<file path="src/rtl/prog_launch_seq_if.sv">
// Handshake bundle between the launch sequencer (master) and the system/core side (slave).
// The master modport receives start/prog_mask/ack and drives the req pulse plus status.
interface prog_launch_seq_if #(
    parameter  int NUM_PROGS = 4,
    parameter  int CYC_W     = 16,
    localparam int IDX_W     = (NUM_PROGS > 1) ? $clog2(NUM_PROGS) : 1
);
    logic                 start;
    logic [NUM_PROGS-1:0] prog_mask;
    logic                 ack;
    logic                 req;
    logic [IDX_W-1:0]     prog_sel;
    logic                 busy;
    logic                 done;
    logic                 timeout_err;
    logic [CYC_W-1:0]     last_cycles;
    logic [IDX_W:0]       progs_run;

    modport master (
        input  start, prog_mask, ack,
        output req, prog_sel, busy, done, timeout_err, last_cycles, progs_run
    );

    modport slave (
        output start, prog_mask, ack,
        input  req, prog_sel, busy, done, timeout_err, last_cycles, progs_run
    );
endinterface

</file>
<file path="src/rtl/prog_launch_seq.sv">
// Sequences the masked program slots on the core: one req pulse per slot, waits for ack, counts cycles.
// Latency: start -> req next cycle; ack -> next req (or done) two cycles later; all outputs registered.
// Backpressure: the core paces the run via ack; watchdog abort only with PROG_LAUNCH_TIMEOUT_EN defined.
module prog_launch_seq #(
    parameter  int NUM_PROGS = 4,
    parameter  int CYC_W     = 16,
    parameter  int TIMEOUT   = 4095,
    localparam int IDX_W     = (NUM_PROGS > 1) ? $clog2(NUM_PROGS) : 1
) (
    input  logic              clk,
    input  logic              reset,
    prog_launch_seq_if.master bus
);

    typedef enum logic [2:0] {
        S_IDLE,
        S_ISSUE,
        S_WAIT,
        S_NEXT,
        S_DONE
    } state_t;

    state_t               state;
    logic [NUM_PROGS-1:0] mask_q;
    logic [IDX_W-1:0]     sel_q;
    logic [CYC_W-1:0]     cnt;
    logic [CYC_W-1:0]     last_q;
    logic [IDX_W:0]       run_q;
    logic                 req_q;
    logic                 busy_q;
    logic                 done_q;

    logic                 first_vld;
    logic [IDX_W-1:0]     first_idx;
    logic                 next_vld;
    logic [IDX_W-1:0]     next_idx;
    logic [CYC_W:0]       cnt_p1;
    logic [CYC_W-1:0]     cnt_sat_p1;

    // Lowest set bit of the incoming mask, used when a start is accepted.
    always_comb begin
        first_vld = 1'b0;
        first_idx = '0;
        for (int i = NUM_PROGS - 1; i >= 0; i--) begin
            if (bus.prog_mask[i]) begin
                first_vld = 1'b1;
                first_idx = IDX_W'(i);
            end
        end
    end

    // Lowest set bit of the latched mask strictly above the slot just finished.
    always_comb begin
        next_vld = 1'b0;
        next_idx = '0;
        for (int i = NUM_PROGS - 1; i >= 0; i--) begin
            if (mask_q[i] && (IDX_W'(i) > sel_q)) begin
                next_vld = 1'b1;
                next_idx = IDX_W'(i);
            end
        end
    end

    assign cnt_p1     = {1'b0, cnt} + (CYC_W+1)'(1);
    assign cnt_sat_p1 = cnt_p1[CYC_W] ? cnt : cnt_p1[CYC_W-1:0];

`ifdef PROG_LAUNCH_TIMEOUT_EN
    localparam logic [CYC_W:0] TIMEOUT_W = (CYC_W+1)'(TIMEOUT);
    logic terr_q;
    logic wd_hit;

    assign wd_hit = (cnt_p1 == TIMEOUT_W);
`else
    logic unused_timeout;

    assign unused_timeout = (TIMEOUT != 0);
`endif

    always_ff @(posedge clk) begin
        if (!reset) begin
            state  <= S_IDLE;
            mask_q <= '0;
            sel_q  <= '0;
            cnt    <= '0;
            last_q <= '0;
            run_q  <= '0;
            req_q  <= 1'b0;
            busy_q <= 1'b0;
            done_q <= 1'b0;
`ifdef PROG_LAUNCH_TIMEOUT_EN
            terr_q <= 1'b0;
`endif
        end else begin
            req_q  <= 1'b0;
            done_q <= 1'b0;
            case (state)
                S_IDLE: begin
                    if (bus.start) begin
                        mask_q <= bus.prog_mask;
                        run_q  <= '0;
                        busy_q <= 1'b1;
`ifdef PROG_LAUNCH_TIMEOUT_EN
                        terr_q <= 1'b0;
`endif
                        if (first_vld) begin
                            sel_q <= first_idx;
                            req_q <= 1'b1;
                            state <= S_ISSUE;
                        end else begin
                            sel_q  <= '0;
                            done_q <= 1'b1;
                            state  <= S_DONE;
                        end
                    end
                end
                S_ISSUE: begin
                    cnt   <= '0;
                    state <= S_WAIT;
                end
                S_WAIT: begin
                    cnt <= cnt_sat_p1;
                    // An ack arriving in the watchdog's final cycle still counts as success.
                    if (bus.ack) begin
                        last_q <= cnt_sat_p1;
                        run_q  <= run_q + (IDX_W+1)'(1);
                        state  <= S_NEXT;
                    end
`ifdef PROG_LAUNCH_TIMEOUT_EN
                    else if (wd_hit) begin
                        terr_q <= 1'b1;
                        done_q <= 1'b1;
                        state  <= S_DONE;
                    end
`endif
                end
                S_NEXT: begin
                    if (next_vld) begin
                        sel_q <= next_idx;
                        req_q <= 1'b1;
                        state <= S_ISSUE;
                    end else begin
                        done_q <= 1'b1;
                        state  <= S_DONE;
                    end
                end
                S_DONE: begin
                    busy_q <= 1'b0;
                    state  <= S_IDLE;
                end
                default: begin
                    busy_q <= 1'b0;
                    state  <= S_IDLE;
                end
            endcase
        end
    end

    assign bus.req         = req_q;
    assign bus.prog_sel    = sel_q;
    assign bus.busy        = busy_q;
    assign bus.done        = done_q;
    assign bus.last_cycles = last_q;
    assign bus.progs_run   = run_q;
`ifdef PROG_LAUNCH_TIMEOUT_EN
    assign bus.timeout_err = terr_q;
`else
    assign bus.timeout_err = 1'b0;
`endif

endmodule

</file>
<file path="src/flat_wrapper.sv">
// flat-port wrapper written by rule: the top's interface ports become plain ports
module prog_launch_seq_flat 
#(
    parameter  int NUM_PROGS = 4,
    parameter  int CYC_W     = 16,
    parameter  int TIMEOUT   = 4095,
    localparam int IDX_W     = (NUM_PROGS > 1) ? $clog2(NUM_PROGS) : 1
)
  (clk, reset, bus_start, bus_prog_mask, bus_ack, bus_req, bus_prog_sel, bus_busy, bus_done, bus_timeout_err, bus_last_cycles, bus_progs_run);
  prog_launch_seq_if #(.NUM_PROGS(NUM_PROGS), .CYC_W(CYC_W)) bus_i ();
  input  logic clk;
  input  logic reset;
  input wire logic [$bits(bus_i.start)-1:0] bus_start;
  input wire logic [$bits(bus_i.prog_mask)-1:0] bus_prog_mask;
  input wire logic [$bits(bus_i.ack)-1:0] bus_ack;
  output wire logic [$bits(bus_i.req)-1:0] bus_req;
  output wire logic [$bits(bus_i.prog_sel)-1:0] bus_prog_sel;
  output wire logic [$bits(bus_i.busy)-1:0] bus_busy;
  output wire logic [$bits(bus_i.done)-1:0] bus_done;
  output wire logic [$bits(bus_i.timeout_err)-1:0] bus_timeout_err;
  output wire logic [$bits(bus_i.last_cycles)-1:0] bus_last_cycles;
  output wire logic [$bits(bus_i.progs_run)-1:0] bus_progs_run;
  assign bus_i.start = bus_start;
  assign bus_i.prog_mask = bus_prog_mask;
  assign bus_i.ack = bus_ack;
  assign bus_req = bus_i.req;
  assign bus_prog_sel = bus_i.prog_sel;
  assign bus_busy = bus_i.busy;
  assign bus_done = bus_i.done;
  assign bus_timeout_err = bus_i.timeout_err;
  assign bus_last_cycles = bus_i.last_cycles;
  assign bus_progs_run = bus_i.progs_run;
  prog_launch_seq #(.NUM_PROGS(NUM_PROGS), .CYC_W(CYC_W), .TIMEOUT(TIMEOUT)) u_core (.clk(clk), .reset(reset), .bus(bus_i));
endmodule
</file>
<file path="config.mk">
export PLATFORM = sky130hd
export DESIGN_NAME = prog_launch_seq_flat
export DESIGN_NICKNAME = d
export VERILOG_FILES = /design/src/rtl/prog_launch_seq_if.sv /design/src/rtl/prog_launch_seq.sv /design/src/flat_wrapper.sv
export SDC_FILE = /design/constraint.sdc
export NUM_CORES = 1
export LEC_CHECK = 0
export CAP_MARGIN = 20
export CORE_MARGIN = 10
export CORE_UTILIZATION = 25
export CTS_CLUSTER_DIAMETER = 80
export DETAILED_ROUTE_END_ITERATION = 16
export PLACE_DENSITY = 0.4
export RECOVER_POWER = 50
export SLEW_MARGIN = 0
export SYNTH_ARGS = -nofsm -noshare
export SYNTH_HDL_FRONTEND = slang
export SYNTH_SLANG_ARGS = --single-unit
</file>
<file path="constraint.sdc">
create_clock -name clk -period 3.66 [get_ports clk]
set_clock_uncertainty 0.2 [all_clocks]
set_input_delay 0.732 -clock clk [delete_from_list [all_inputs] [get_ports clk]]
set_output_delay 0.732 -clock clk [all_outputs]
set_load 0.05 [all_outputs]
</file>
==> impl_metrics.csv <==
group,metric,value,unit
outcome,outcome,"finished, final reports clean",
yosys,synthesis.instances,285,
yosys,netlist_area,2370,sq um
yosys,async_flop_share,0,
clocking,insertion_delay,0.30,ns
place,dp_hpwl,4570,um
floorplanning,core.rowCount,35,
floorplanning,die_x,117,um
sta,rsz0062_at_grt,"no",
clocking,cts_tree,"yes",
final_layout,area.growth.synth_to_final,20.7,%
sta,drv_slew,0,
route,vias_per_cell,4.76,
hold_path,hold-path-endpoint,"u_core.mask_q[1]$_SDFFE_PN0P_",
setup_path,crit_arrival,1.60,ns
yosys,synth_top_family_by_area,"simple AND/OR/NAND/NOR gates",
sta,tns,0,ns
setup_path,cp_top_family,"buffers and inverters",
route,drtAntennaViolNets,0,
clocking,cts.clk_slew.worst_paths,0.08,ns
place,gp_congestion,0.816,
setup_path,cp-end-kind,"output pin",
yosys,yosys.area_share.xor_xnor,0.0406,
floorplanning,boundaryPins,33,
power_and_ir_drop,p_per_area,438,nW/um^2
yosys,synth-seq-cells,46,
grt,grt_pass1_wl,10800,um
route,first_pass_iters,4,
sta,period_minus_slack,2.53,ns
yosys,synth-simple-area-share,0.287,
sta,relSlewSlack,0.469,
power_and_ir_drop,power,0.00126,W
route,drc,0,
grt,grt_max_degree,25,
yosys,synth_seq_area_share,0.388,
route,routed_wl,6260,um
clocking,cts_buffer_depth,2,
grt,grt_pass1_vias,2051,
setup_path,critical_path_depth,1,
setup_path,cp_slowest_cell,"clkdlybuf4s50_1",
route,wl_per_cell,14.3,um
sta,setup_viol,0,
sta,hold_violations,0,
setup_path,critPathLaunchType,"flop",
clocking,htreeDepth,2,
setup_path,rrSetupSlack,1.26,ns
grt,grtUsageTotal,0.0924,
hold_path,hold_path_depth,2,
clocking,cts_buffers,5,
power_and_ir_drop,ir_worst_vdd,0.202,mV
setup_path,cp.required,2.73,ns
route,drtIter0Drc,66,
yosys,synth-edff-count,0,
setup_path,cp_max_fo,7,
yosys,synth_fa_ha_area_frac,0.0105,
yosys,muxShareOfSynthArea,0.0169,
clocking,cts_hold_buf,0,
setup_path,crit_buf_inv,1,
setup_path,r2r_cells,6,
grt,grt_antenna_before_repair,0,
clocking,ctsRootBufferMaster,"clkbuf_8",
sta,fin_crit_sh,0.691,
hold_path,hold_start,"u_core.mask_q[1]$_SDFFE_PN0P_",
power_and_ir_drop,power_leakage,1.01,nW
floorplanning,start_util,0.257,
setup_path,critPathMaxStageDelay,0.85,ns
yosys,synth-compound-area-share,0.215,
setup_path,reg2reg_from,"u_core.cnt[0]$_SDFFE_PN0P_",
grt,grt-ovfl-total,0,
clocking,clock_sinks,46,
final_layout,nNetsFinal,317,
clocking,cts.repair.resized,0,
final_layout,final_common_cell,"dfxtp_1",
setup_path,crit_chain,"clkdlybuf4s50_1",
hold_path,worst_hold_path_type,"reg2reg",
yosys,synth_flop_cell,"dfxtp_1",
yosys,synth_cell_type_count,57,
sta,worst_pin_slew,0.786,ns
final_layout,layout-drive-gt1-share,0.0747,
floorplanning,fp.dieH,117,um
yosys,syn_nets,295,
job,maxCapViolCount,0,
setup_path,crit_type,"reg2out",
setup_path,r2r_end,"u_core.cnt[3]$_SDFFE_PN0P_",
floorplanning,die-area,13800,sq um
clocking,cts_setup_buffers,0,
route,route.vias.total,2078,
yosys,ys_warn_count,0,
sta,holdWs,0.275,ns
final_layout,insertedDiodeCount,0,
yosys,syn_avg_cell_area,8.33,sq um
floorplanning,design.core.area,9240,sq um
final_layout,final_cell_mix,"dfxtp_1 (46), nand2_1 (37), clkdlybuf4s50_1 (27)",
sta,fmax,0.395,GHz
place,io_buffers,31,
Yosys cell counts, types with 4 or more instances:
| cell type | instances | area [sq um] |
|---|---|---|
| nor3_1 | 5 | 25.0 |
| mux2i_1 | 4 | 40.0 |
| nor2_1 | 18 | 67.6 |
| a21boi_0 | 4 | 30.0 |
| a31oi_1 | 15 | 93.8 |
| nand2b_1 | 9 | 56.3 |
| nand3_1 | 16 | 80.1 |
| buf_2 | 8 | 40.0 |
| o21ai_0 | 23 | 115 |
| xnor2_1 | 8 | 70.1 |
| clkbuf_1 | 9 | 33.8 |
| nand2_1 | 37 | 139 |
| dfxtp_1 | 46 | 921 |
| a21oi_1 | 19 | 95.1 |
where the power goes:
part	internal (W)	leakage [nW]	switching, W	total, W
clock network	0.000205	0.0524	0.000169	0.000373
logic	0.000101	0.586	0.000211	0.000312
registers	0.000534	0.373	0.0000362	0.000570
total	0.000840	1.01	0.000416	0.00126
worst max path at each step:
stage / start / endpoint / slack (ns)
floorplan: u_core.cnt[0]$_SDFFE_PN0P_ / u_core.cnt[3]$_SDFFE_PN0P_ / 1.74
global placement: reset / u_core.cnt[7]$_SDFFE_PN0P_ / 1.04
detailed placement: reset / u_core.cnt[7]$_SDFFE_PN0P_ / 1.02
CTS: u_core.bus.prog_sel[1]$_SDFFE_PN0P_ / bus_prog_sel[1] / 1.10
global route: reset / u_core.cnt[2]$_SDFFE_PN0P_ / 0.99
finish: u_core.bus.prog_sel[1]$_SDFFE_PN0P_ / bus_prog_sel[1] / 1.13
final cells by class:
cell class                      count  area [sq um]
Clock buffer                        7          76.3
Clock inverter                      1          30.0
Fill cell                         982          6370
Inverter                            2          7.51
Multi-Input combinational cell    218          1340
Sequential cell                    46           921
Tap cell                          129           161
Timing Repair Buffer               34           325
metal layers:
metal / part of all wire / vias up / GRT usage
met5: 0 / - / 0
met1: 0.50 / 960 / 0.120
met4: 0.0062 / 0 / 0.0255
met3: 0.049 / 2 / 0.0273
li1: - / 1068 / -
met2: 0.44 / 48 / 0.145
worst register-to-register path, delay by kind of cell (launching register included):
kind	cells	cell delay, ns
flip-flops	1	0.45
AND/OR/NAND/NOR	4	1.16
adder cells (fa/ha/maj)	1	0.35
AO/OA/AOI/OAI	1	0.15
cells by family after synthesis:
| logic type | count (synthesis) |
|---|---|
| adders and majority gates | 2 |
| other | 1 |
| and+or+nand+nor | 118 |
| DFF | 46 |
| xor gates and xnor gates | 11 |
| buffers and inverters | 21 |
| AOI/OAI and AO/OA | 82 |
| muxes | 4 |
per-stage QoR:
step	setup WS [ns]	instance area (sq um)	utilization	cells
detailed placement	1.02	2780	0.301	429
CTS	1.10	2890	0.312	437
global route	0.995	2870	0.310	437
floorplan	1.74	2370	-	285
finish	1.13	2870	0.310	437
global placement	1.04	2780	0.301	429
registers in the layout, indices dropped and copies added, names as in the netlist:
register	flops
u_core.bus.busy	1
u_core.bus.done	1
u_core.bus.last_cycles	16
u_core.bus.prog_sel	2
u_core.bus.progs_run	3
u_core.bus.req	1
u_core.cnt	16
u_core.mask_q	3
u_core.state	3
(Power assumes the default switching activity.)
